$ cat src/rtl/zone_timer_pkg.sv
// Shared types and helpers for the zone countdown timer: channel FSM states, MM:SS BCD
// layout, 7-segment decode and load validation.
package zone_timer_pkg;

  typedef enum logic [1:0] {
    IDLE   = 2'd0,
    RUN    = 2'd1,
    PAUSED = 2'd2
  } state_e;

  typedef logic [3:0] bcd_t;

  typedef struct packed {
    bcd_t dm;
    bcd_t um;
    bcd_t ds;
    bcd_t us;
  } mmss_t;

  localparam logic [6:0] SEG_BLANK = 7'b0000000;

  // Active-high segments, bit0=a .. bit6=g; non-decimal codes stay dark.
  function automatic logic [6:0] seg7(input bcd_t d);
    case (d)
      4'd0:    seg7 = 7'b0111111;
      4'd1:    seg7 = 7'b0000110;
      4'd2:    seg7 = 7'b1011011;
      4'd3:    seg7 = 7'b1001111;
      4'd4:    seg7 = 7'b1100110;
      4'd5:    seg7 = 7'b1101101;
      4'd6:    seg7 = 7'b1111101;
      4'd7:    seg7 = 7'b0000111;
      4'd8:    seg7 = 7'b1111111;
      4'd9:    seg7 = 7'b1101111;
      default: seg7 = SEG_BLANK;
    endcase
  endfunction

  function automatic logic bcd_valid(input mmss_t v);
    bcd_valid = (v.us <= 4'd9) && (v.ds <= 4'd5) && (v.um <= 4'd9) && (v.dm <= 4'd5);
  endfunction

endpackage

$ cat src/rtl/zone_countdown_timer_if.sv
// Zone timer bus: scheduler-side load/start/pause and display select in, channel status
// and multiplexed display drive out.
interface zone_countdown_timer_if
  import zone_timer_pkg::*;
#(
  parameter int unsigned CHANNELS = 4
);
  localparam int unsigned CW = (CHANNELS > 1) ? $clog2(CHANNELS) : 1;

  logic                load;
  logic [CW-1:0]       load_ch;
  mmss_t               load_bcd;
  logic [CHANNELS-1:0] start;
  logic [CHANNELS-1:0] pause;
  logic [CW-1:0]       disp_ch;
  logic [CHANNELS-1:0] busy;
  logic [CHANNELS-1:0] done;
  logic                load_err;
  logic [3:0]          digit;
  logic [6:0]          segments;

  modport master (
    output load, load_ch, load_bcd, start, pause, disp_ch,
    input  busy, done, load_err, digit, segments
  );

  modport slave (
    input  load, load_ch, load_bcd, start, pause, disp_ch,
    output busy, done, load_err, digit, segments
  );

endinterface

$ cat src/rtl/mmss_channel.sv
// One zone countdown: IDLE/RUN/PAUSED control with a BCD MM:SS borrow chain that steps
// down once per shared seconds tick.
module mmss_channel
  import zone_timer_pkg::*;
(
  input  logic  new_clock,
  input  logic  reset,
  input  logic  i_load,
  input  mmss_t i_load_val,
  input  logic  i_start,
  input  logic  i_pause,
  input  logic  i_tick,
  output mmss_t o_count,
  output logic  o_busy,
  output logic  o_done,
  output logic  o_load_rej
);
  localparam logic [1:0] ST_IDLE   = IDLE;
  localparam logic [1:0] ST_RUN    = RUN;
  localparam logic [1:0] ST_PAUSED = PAUSED;

  logic [1:0] r_state, w_state_nxt;
  mmss_t      r_count, w_count_nxt, w_count_dec;
  logic       r_done, w_done_nxt;
  logic       w_load_ok;

  assign w_load_ok  = bcd_valid(i_load_val);
  assign o_load_rej = i_load & ~w_load_ok;

  always_comb begin
    w_count_dec = r_count;
    if (r_count.us != 4'd0) begin
      w_count_dec.us = r_count.us - 4'd1;
    end else begin
      w_count_dec.us = 4'd9;
      if (r_count.ds != 4'd0) begin
        w_count_dec.ds = r_count.ds - 4'd1;
      end else begin
        w_count_dec.ds = 4'd5;
        if (r_count.um != 4'd0) begin
          w_count_dec.um = r_count.um - 4'd1;
        end else begin
          w_count_dec.um = 4'd9;
          w_count_dec.dm = r_count.dm - 4'd1;
        end
      end
    end
  end

  // Load aborts from any state; a pause request masks the tick in the same cycle.
  always_comb begin
    w_state_nxt = r_state;
    w_count_nxt = r_count;
    w_done_nxt  = 1'b0;
    if (i_load && w_load_ok) begin
      w_count_nxt = i_load_val;
      w_state_nxt = ST_IDLE;
    end else begin
      case (r_state)
        ST_IDLE: begin
          if (i_start && !i_pause && (r_count != '0)) w_state_nxt = ST_RUN;
        end
        ST_RUN: begin
          if (i_pause) begin
            w_state_nxt = ST_PAUSED;
          end else if (i_tick && (r_count != '0)) begin
            w_count_nxt = w_count_dec;
            if (r_count == 16'h0001) begin
              w_state_nxt = ST_IDLE;
              w_done_nxt  = 1'b1;
            end
          end
        end
        ST_PAUSED: begin
          if (i_start && !i_pause) w_state_nxt = ST_RUN;
        end
        default: w_state_nxt = ST_IDLE;
      endcase
    end
  end

  always_ff @(posedge new_clock or posedge reset) begin
    if (reset) begin
      r_state <= ST_IDLE;
      r_count <= '0;
      r_done  <= 1'b0;
    end else begin
      r_state <= w_state_nxt;
      r_count <= w_count_nxt;
      r_done  <= w_done_nxt;
    end
  end

  assign o_count = r_count;
  assign o_busy  = (r_state != ST_IDLE);
  assign o_done  = r_done;

endmodule

$ cat src/rtl/zone_countdown_timer.sv
// Multi-zone MM:SS countdown timer: shared seconds prescaler, one mmss_channel per zone,
// and a scanned 4-digit 7-segment view of the selected channel.
module zone_countdown_timer
  import zone_timer_pkg::*;
#(
  parameter int unsigned CHANNELS = 4,
  parameter int unsigned TICK_DIV = 1000,
  parameter int unsigned SCAN_DIV = 250
) (
  input logic                   new_clock,
  input logic                   reset,
  zone_countdown_timer_if.slave bus
);
  localparam int unsigned CW = (CHANNELS > 1) ? $clog2(CHANNELS) : 1;
  localparam int unsigned PW = $clog2(TICK_DIV);
  localparam int unsigned SW = (SCAN_DIV > 1) ? $clog2(SCAN_DIV) : 1;

  logic [PW-1:0]       r_presc;
  logic                w_tick;
  logic [SW-1:0]       r_scan_div;
  logic                w_scan_adv;
  logic [1:0]          r_scan_idx, w_scan_idx_nxt;
  logic [3:0]          r_digit;
  logic [6:0]          r_segments, w_seg_nxt;
  logic                r_load_err, w_load_err;
  logic                w_ch_ok, w_disp_ok;
  mmss_t               w_disp_count;
  bcd_t                w_disp_digit;
  mmss_t               w_count [CHANNELS];
  logic [CHANNELS-1:0] w_busy, w_done, w_rej;

  assign w_tick         = (r_presc == PW'(TICK_DIV - 1));
  assign w_scan_adv     = (r_scan_div == SW'(SCAN_DIV - 1));
  assign w_scan_idx_nxt = w_scan_adv ? r_scan_idx + 2'd1 : r_scan_idx;
  assign w_ch_ok        = (32'(bus.load_ch) < CHANNELS);
  assign w_load_err     = bus.load & (~w_ch_ok | (|w_rej));

  for (genvar g = 0; g < CHANNELS; g++) begin : g_ch
    mmss_channel u_ch (
      .new_clock  (new_clock),
      .reset      (reset),
      .i_load     (bus.load && w_ch_ok && (bus.load_ch == CW'(g))),
      .i_load_val (bus.load_bcd),
      .i_start    (bus.start[g]),
      .i_pause    (bus.pause[g]),
      .i_tick     (w_tick),
      .o_count    (w_count[g]),
      .o_busy     (w_busy[g]),
      .o_done     (w_done[g]),
      .o_load_rej (w_rej[g])
    );
  end

  // Segments are decoded for the digit being enabled next, so digit and segments switch
  // together on the same edge.
  always_comb begin
    w_disp_ok    = (32'(bus.disp_ch) < CHANNELS);
    w_disp_count = '0;
    if (w_disp_ok) w_disp_count = w_count[bus.disp_ch];
    w_disp_digit = w_disp_count.us;
    case (w_scan_idx_nxt)
      2'd0:    w_disp_digit = w_disp_count.us;
      2'd1:    w_disp_digit = w_disp_count.ds;
      2'd2:    w_disp_digit = w_disp_count.um;
      default: w_disp_digit = w_disp_count.dm;
    endcase
    w_seg_nxt = w_disp_ok ? seg7(w_disp_digit) : SEG_BLANK;
  end

  always_ff @(posedge new_clock or posedge reset) begin
    if (reset) begin
      r_presc    <= '0;
      r_scan_div <= '0;
      r_scan_idx <= 2'd0;
      r_digit    <= 4'b0001;
      r_segments <= 7'b0111111;
      r_load_err <= 1'b0;
    end else begin
      r_presc    <= w_tick ? '0 : r_presc + PW'(1);
      r_scan_div <= w_scan_adv ? '0 : r_scan_div + SW'(1);
      r_scan_idx <= w_scan_idx_nxt;
      r_digit    <= 4'b0001 << w_scan_idx_nxt;
      r_segments <= w_seg_nxt;
      r_load_err <= w_load_err;
    end
  end

  assign bus.busy     = w_busy;
  assign bus.done     = w_done;
  assign bus.load_err = r_load_err;
  assign bus.digit    = r_digit;
  assign bus.segments = r_segments;

endmodule
$ cat src/flat_wrapper.sv
// flat-port wrapper written by rule: the top's interface ports become plain ports
module zone_countdown_timer_flat import zone_timer_pkg::*;
#(
  parameter int unsigned CHANNELS = 4,
  parameter int unsigned TICK_DIV = 1000,
  parameter int unsigned SCAN_DIV = 250
)
  (new_clock, reset, bus_load, bus_load_ch, bus_load_bcd, bus_start, bus_pause, bus_disp_ch, bus_busy, bus_done, bus_load_err, bus_digit, bus_segments);
  zone_countdown_timer_if #(.CHANNELS(CHANNELS)) bus_i ();
  input logic new_clock;
  input logic reset;
  input wire logic [$bits(bus_i.load)-1:0] bus_load;
  input wire logic [$bits(bus_i.load_ch)-1:0] bus_load_ch;
  input wire logic [$bits(bus_i.load_bcd)-1:0] bus_load_bcd;
  input wire logic [$bits(bus_i.start)-1:0] bus_start;
  input wire logic [$bits(bus_i.pause)-1:0] bus_pause;
  input wire logic [$bits(bus_i.disp_ch)-1:0] bus_disp_ch;
  output wire logic [$bits(bus_i.busy)-1:0] bus_busy;
  output wire logic [$bits(bus_i.done)-1:0] bus_done;
  output wire logic [$bits(bus_i.load_err)-1:0] bus_load_err;
  output wire logic [$bits(bus_i.digit)-1:0] bus_digit;
  output wire logic [$bits(bus_i.segments)-1:0] bus_segments;
  assign bus_i.load = bus_load;
  assign bus_i.load_ch = bus_load_ch;
  assign bus_i.load_bcd = bus_load_bcd;
  assign bus_i.start = bus_start;
  assign bus_i.pause = bus_pause;
  assign bus_i.disp_ch = bus_disp_ch;
  assign bus_busy = bus_i.busy;
  assign bus_done = bus_i.done;
  assign bus_load_err = bus_i.load_err;
  assign bus_digit = bus_i.digit;
  assign bus_segments = bus_i.segments;
  zone_countdown_timer #(.CHANNELS(CHANNELS), .TICK_DIV(TICK_DIV), .SCAN_DIV(SCAN_DIV)) u_core (.new_clock(new_clock), .reset(reset), .bus(bus_i));
endmodule
$ cat config.mk
export PLATFORM = sky130hd
export DESIGN_NAME = zone_countdown_timer_flat
export DESIGN_NICKNAME = d
export VERILOG_FILES = /design/src/rtl/zone_timer_pkg.sv /design/src/rtl/zone_countdown_timer_if.sv /design/src/rtl/mmss_channel.sv /design/src/rtl/zone_countdown_timer.sv /design/src/flat_wrapper.sv
export SDC_FILE = /design/constraint.sdc
export NUM_CORES = 1
export LEC_CHECK = 0
export BUFFER_PORTS_ARGS = -buffer_cell sky130_fd_sc_hd__buf_2
export CAP_MARGIN = 20
export CELL_PAD_IN_SITES_DETAIL_PLACEMENT = 0
export CELL_PAD_IN_SITES_GLOBAL_PLACEMENT = 1
export CORE_MARGIN = 3
export CORE_UTILIZATION = 35
export CTS_BUF_LIST = sky130_fd_sc_hd__clkbuf_8
export DETAILED_ROUTE_END_ITERATION = 10
export GPL_TIMING_DRIVEN = 0
export HOLD_SLACK_MARGIN = 0.1
export PLACE_DENSITY_LB_ADDON = 0.1
export SETUP_SLACK_MARGIN = 0.02
export SLEW_MARGIN = 5
export SYNTH_ARGS = -nofsm -noshare
export SYNTH_HDL_FRONTEND = slang
export SYNTH_SLANG_ARGS = --single-unit
$ cat constraint.sdc
create_clock -name new_clock -period 4.99 [get_ports new_clock]
set_input_delay 1.497 -clock new_clock [delete_from_list [all_inputs] [get_ports new_clock]]
set_output_delay 1.497 -clock new_clock [all_outputs]
set_load 0.05 [all_outputs]
==> flow_summary.ini, run 1 <==
[finish]
final_area_mm2 = 0.00729
finalCoreUtilization_pct = 40.3
num_antenna_cells = 0
final_nets = 799
drive_gt1_share_pct = 17.7
area_growth_pct = 12.0

[global_routing]
grt_pass1_vias = 5383
grtUsageMet1_pct = 27.3
met3_usage_pct = 3.70
grt_use_total_pct = 19.9
gr-max-usage-layer = met2
grt_use_met2_pct = 31.7
antenna_found_initial = 0
grt_overflow = 0
grt_pass1_wl_um = 30900
grt_max_degree = 86

[synth]
synth-seq-cells = 108
synth_fp_nets = 737
yosys_warnings = 0
synth_edf_count = 0
async_flop_share_pct = 100
synthTopCellsByArea = dfrtp_1 (39%), mux4_2 (5.2%), nor2_1 (4.3%)
ys_types = 68
syn_area_mm2 = 0.00651
synth_top_cell_area_share_pct = 38.8
synth_commonest_cells = dfrtp_1 (101), nor2_1 (75), nand2_1 (62), o21ai_0 (56), a21oi_1 (34)
synth_top_cell_by_area = dfrtp_1
ys_seq_area_share_pct = 41.7
syn_avg_cell_area_um2 = 9.45
synth_flop_cell = dfrtp_1
synthCells = 689
synth.most_common_cell = dfrtp_1

[critical_path]
cp_max_fo = 10
endpoint_kind = flop
cp-start-kind = input port
required_ns = 5.30
criticalPathCategory = in -> reg
cp.arrival_ns = 4.34

[route]
route.detailed.drc = 0
drt-initial-drc-count = 429
wl_per_cell_um = 19.8
vias_per_cell = 5.54
ant_nets = 0
drtPass1Iterations = 4
drt_wl_total_um = 19500
vias = 5457

[floorplanning]
die_w_um = 142
start_util_pct = 36.0
die_y_um = 142
die_area_mm2 = 0.0203
core_area_mm2 = 0.0181
fp-row-count = 49
pin_count = 51

[timing]
period_share_pct = 80.9
final-max-slew-violation-count = 0
hold_viol = 0
worst_slew_pin_slew_ns = 1.00
tns_ns = 0
rsz0062_at_grt = false
clock.fmax_ghz = 0.248
relSlewSlack_pct = 32.9
fin_hold_ws_ns = 0.499
skew_ns = 0.0158
period_minus_slack_ns = 4.03
setup_viol = 0

[hold_path]
hold_path.class = reg -> reg

[placed_design]
gp_congestion = 0.872
place_area_mm2 = 0.00707
post-dp-hpwl_um = 14700
port_buffers = 48

[cts]
path_clk_slew_ns = 0.09
cts_hold_buf = 0
clk_latency_ns = 0.39
postCtsSetupRepairBufs = 0
clockBufferDepth = 2
cts_buffers = 9
htree_levels = 3
cts_tree = yes
cts_root_buf = clkbuf_8
ctsResizeCount = 0
cts.sinks = 108

[pwr]
vdd_drop_max_v = 0.000129
power.density_mw_per_mm2 = 332
leakage_nw = 3.04

[run_status]
status = complete, no violations

[job]
drv_cap = 0
-- sequential cells by signal (all words and copies together) (netlist names) --
register / flops
u_core.r_scan_idx: 2
u_core.r_presc: 10
u_core.g_ch.u_ch.o_count: 64
u_core.g_ch.u_ch.r_state: 8
u_core.bus.segments: 7
u_core.bus.digit: 4
u_core.r_scan_div: 8
u_core.bus.load_err: 1
u_core.g_ch.u_ch.o_done: 4
-- final timing paths --
check	end	slack (ns)	start	cells after the start
worst max-delay path	u_core.bus.segments[3]	0.96	bus_disp_ch[1]	10
worst min-delay path	u_core.r_presc[0]	0.50	u_core.r_presc[0]	1
worst max register to register	u_core.g_ch[3].u_ch.o_count[9]	1.80	u_core.r_presc[0]	8
worst min register to register	u_core.r_presc[0]	0.50	u_core.r_presc[0]	1
max in group asynchronous	u_core.g_ch[0].u_ch.o_count[10]	3.24	reset	3
min in group asynchronous	u_core.r_scan_div[7]	1.04	reset	2
-- routing by layer --
layer | vias to the layer above | share of wire, %
met1 | 2704 | 45
met4 | 0 | 3.4
met2 | 124 | 47
li1 | 2598 | -
met3 | 31 | 4.4
met5 | - | 0
-- cells by family (layout without fill, tap and decap cells) --
logic type	count (synthesis)	in the layout	synth area share [%]
simple gates	284	284	23.3
compound gates	141	141	13.0
flops	108	108	41.7
buf+inv	61	128	4.25
xor+xnor	44	44	5.92
mux	34	34	8.59
fa+ha+maj	17	17	3.27
-- through the flow --
stage	total power, mW	setup slack (ns)	cells
2_1_floorplan	1.63	0.659	689
3_3_place_gp	1.82	-0.990	966
3_5_place_dp	1.84	0.532	968
4_1_cts	2.45	0.962	984
5_1_grt	2.56	0.766	985
6_report	2.42	0.955	985
-- layout make-up --
cell class              instances  area (um2)
well taps                     229         287
fillers                      1842       10800
clock inverters                 7        85.1
plain buffers                  36         183
repair buffers                 51         278
clock buffers                   9         124
flip-flops and latches        108        2710
multi-input cells             520        3520
inverters                      25        98.8
-- power breakdown --
group          internal [mW]  switching [mW]
registers               1.00           0.143
clock network          0.278           0.318
logic                  0.266           0.413
total                   1.55           0.874
-- placed cells by master, fill, tap and decap left out, types with 9 or more instances in the layout --
master / instances
a21oi_1: 34
a31oi_1: 11
buf_2: 54
buf_4: 9
clkbuf_1: 20
clkbuf_8: 9
dfrtp_1: 101
ha_1: 17
inv_1: 26
mux2i_1: 9
mux4_2: 15
nand2_1: 62
nand3_1: 18
nand3b_1: 10
nor2_1: 75
nor3_1: 25
nor3b_1: 12
nor4_1: 11
o21ai_0: 56
or2_2: 9
xnor2_1: 22
xor2_1: 22
-- critical path, cell delays in order --
cell      delay, ns
buf_2          0.20
buf_1          0.54
mux4_2         0.47
o211ai_1       0.12
a21oi_1        0.09
o32ai_1        0.70
inv_1          0.15
ha_1           0.33
inv_1          0.05
o22ai_1        0.17
(Power assumes the default switching activity.)
==> run 2: changes to the inputs <==
--- a/config.mk
+++ b/config.mk
@@ -5,6 +5,7 @@
 export SDC_FILE = /design/constraint.sdc
 export NUM_CORES = 1
 export LEC_CHECK = 0
+export ABC_AREA = 1
 export BUFFER_PORTS_ARGS = -buffer_cell sky130_fd_sc_hd__buf_2
 export CAP_MARGIN = 20
 export CELL_PAD_IN_SITES_DETAIL_PLACEMENT = 0
==> constraint.sdc (replaced) <==
create_clock -name new_clock -period 4.15 [get_ports new_clock]
set_input_delay 1.245 -clock new_clock [delete_from_list [all_inputs] [get_ports new_clock]]
set_output_delay 1.245 -clock new_clock [all_outputs]
set_load 0.05 [all_outputs]
==> run 2 against run 1 <==
  * Count of clock-buffer cells in the layout grew 3
  * Die area grew 7.9%
  * Power grew 3.1%
  * Critical path type unchanged
  * Critical endpoint unchanged
  * Largest power group unchanged
==> flow_summary.ini, run 2 <==
[run_status]
status = complete, no violations

[global_routing]
grtUsageMet1_pct = 29.4
grt_use_met2_pct = 32.0
grt_pass1_wl_um = 34200
met3_usage_pct = 2.94
grt_use_total_pct = 20.2
gr-max-usage-layer = met2
grt_overflow = 0
grt_pass1_vias = 6078
grt_max_degree = 63
antenna_found_initial = 0

[critical_path]
path_buf_inv = 4
criticalPathCategory = in -> reg
cp.arrival_ns = 3.16
rr_startpoint = u_core.r_scan_div[1]
cp_max_fo = 10
required_ns = 4.48
slowest_stage = ha_1
endpoint_kind = flop
cp-start-kind = input port
cp_top_family = simple AND/OR/NAND/NOR gates
crit_top_cell = nand2_1
r2r_slack_ns = 1.77
crit_chain = buf_2, buf_2, buf_2, nand2_1, o211ai_1, nand2_1, o21ai_0, nand3_1, nand2_1, inv_1, ha_1, nand3_1, nand2_1, nand2_1, nand2_1
reg2reg_to = u_core.bus.segments[3]
r2r_cells = 16
cpPeakStageDelay_ns = 0.29

[timing]
period_minus_slack_ns = 2.83
relSlewSlack_pct = 51.2
skew_ns = 0.0140
hold_viol = 0
setup_viol = 0
period_share_pct = 68.2
worst_slew_pin_slew_ns = 0.727
final-max-slew-violation-count = 0
rsz0062_at_grt = false
clock.fmax_ghz = 0.353
tns_ns = 0

[hold_path]
holdPathStages = 1
hold_path.class = reg -> reg
hp-start = u_core.r_presc[0]
hold_end = u_core.r_presc[0]

[floorplanning]
die_w_um = 148
pin_count = 51
die_area_mm2 = 0.0219
die_y_um = 148
core_area_mm2 = 0.0196
fp-row-count = 51
start_util_pct = 36.0

[cts]
cts_hold_buf = 0
htree_levels = 3
cts_tree = yes
clockBufferDepth = 2
cts_root_buf = clkbuf_8
clk_latency_ns = 0.39
postCtsSetupRepairBufs = 0
path_clk_slew_ns = 0.10
ctsResizeCount = 0
cts.sinks = 108
cts_buffers = 9

[route]
vias = 6361
vias_per_cell = 4.86
ant_nets = 0
drtPass1Iterations = 4
drt-initial-drc-count = 366
route.detailed.drc = 0
wl_per_cell_um = 16.3
drt_wl_total_um = 21400

[pwr]
pwr-share-comb_pct = 25.3
leakage_nw = 4.12
power_frac_clock_pct = 25.5
vdd_drop_max_v = 0.000133
p_total_mw = 2.50
power.density_mw_per_mm2 = 318
switchingPower_mw = 0.884
cell_internal_pwr_mw = 1.61
seqPwrFrac_pct = 49.2
p_sw_share_pct = 35.4

[finish]
ff_latch_area_mm2 = 0.00271
drive_gt1_share_pct = 14.5
area_growth_pct = 11.3
largest_reg_flops = 64
nFillCells = 2127
layout_common_cells = nand2_1 (236), inv_1 (129), o21ai_0 (119)
final_nets = 1087
multi_input_area_mm2 = 0.00361
num_antenna_cells = 0
finalCoreUtilization_pct = 40.0
mostFrequentLayoutCell = nand2_1

[synth]
syn_area_mm2 = 0.00704
synth-seq-cells = 108
synth.most_common_cell = nand2_1
synth_top_cell_by_area = dfrtp_1
async_flop_share_pct = 100
ys_seq_area_share_pct = 38.5
syn_avg_cell_area_um2 = 7.21
synthCells = 977
synth_edf_count = 0
synth_fp_nets = 1025
ys_types = 48
synth_top_cell_area_share_pct = 35.9
synth_flop_cell = dfrtp_1
synthTopCellsByArea = dfrtp_1 (36%), nand2_1 (13%), o21ai_0 (8.5%)
synth_commonest_cells = nand2_1 (236), inv_1 (127), o21ai_0 (119), dfrtp_1 (101), nor2_1 (77)
yosys_warnings = 0

[placed_design]
post-dp-hpwl_um = 16500
gp_congestion = 0.853
port_buffers = 50

[job]
drv_cap = 0
[run 2: cell types whose count changed after synthesis, sizes merged, moves of 9 or more]
cell	delta
nand2	+196
inv	+111
o21ai	+86
nand3	+40
xnor2	-21
mux4	-16
clkbuf	-13
buf	+10
nor3b	-10
mux2	-9
o211ai	+9
xor2	-9
[run 2: worst max path at each step]
stage	startpoint	to	slack, ns	depth (start not counted)
6_report	bus_disp_ch[0]	u_core.bus.segments[3]	1.32	15
5_1_grt	bus_disp_ch[0]	u_core.bus.segments[3]	1.07	15
4_1_cts	bus_disp_ch[0]	u_core.bus.segments[3]	1.36	15
3_5_place_dp	bus_disp_ch[0]	u_core.bus.segments[3]	0.93	15
3_3_place_gp	reset	u_core.g_ch[3].u_ch.r_state[1]	-1.64	2
2_1_floorplan	reset	u_core.bus.digit[1]	0.07	1
[run 2: through the flow]
stage	hold slack (ns)	area (um2)	instances	setup slack, ns
final	0.471	7840	1309	1.32
after global routing	0.502	7840	1309	1.07
after CTS	0.472	7840	1309	1.36
after detailed placement	0.458	7660	1293	0.933
after global placement	0.458	7620	1292	-1.64
after floorplan	0.432	7040	977	0.0710
[run 2: final cells by class]
cell class | count | share of cell area (%)
repair buffers | 51 | 3.54
plain buffers | 33 | 2.75
inverters | 136 | 6.58
well taps | 265 | 4.23
clock inverters | 4 | 0.208
multi-input cells | 700 | 46.0
flip-flops and latches | 108 | 34.6
clock buffers | 12 | 2.11
[run 2: logic make-up (layout without fill, tap and decap cells)]
kind of cell               Yosys count  in the layout  synth area share, %
buffers and inverters              169            236                 10.3
adders and majority gates           17             17                 3.02
muxes                                1              1                0.142
DFF                                108            108                 38.5
xor gates and xnor gates            14             14                 1.74
and+or+nand+nor                    455            455                 29.8
AOI/OAI and AO/OA                  213            213                 16.5
[run 2: layer usage]
metal / vias up / share of wire [%]
met5: - / 0
met4: 0 / 1.2
met2: 109 / 45
met1: 2941 / 50
met3: 18 / 3.2
li1: 3293 / -
[run 2: power by group through the flow]
stage	clock, mW	sequential (mW)	combinational (mW)
after floorplan	0	1.28	0.420
after global placement	0	1.25	0.630
after detailed placement	0	1.25	0.633
after CTS	0.667	1.23	0.634
after global routing	0.698	1.24	0.719
final	0.636	1.23	0.631
[run 2: worst register-to-register path, cell delays in order (launching register included)]
cell	delay, ns
dfrtp_1	0.41
inv_1	0.06
ha_1	0.13
nand2_1	0.06
nor2_2	0.21
nand2_2	0.18
nand2_1	0.09
nand2_1	0.14
nand3_1	0.13
nand3_1	0.08
nand2_1	0.20
inv_1	0.10
ha_1	0.29
nand3_1	0.10
nand2_1	0.06
nand2_1	0.05
nand2_1	0.04
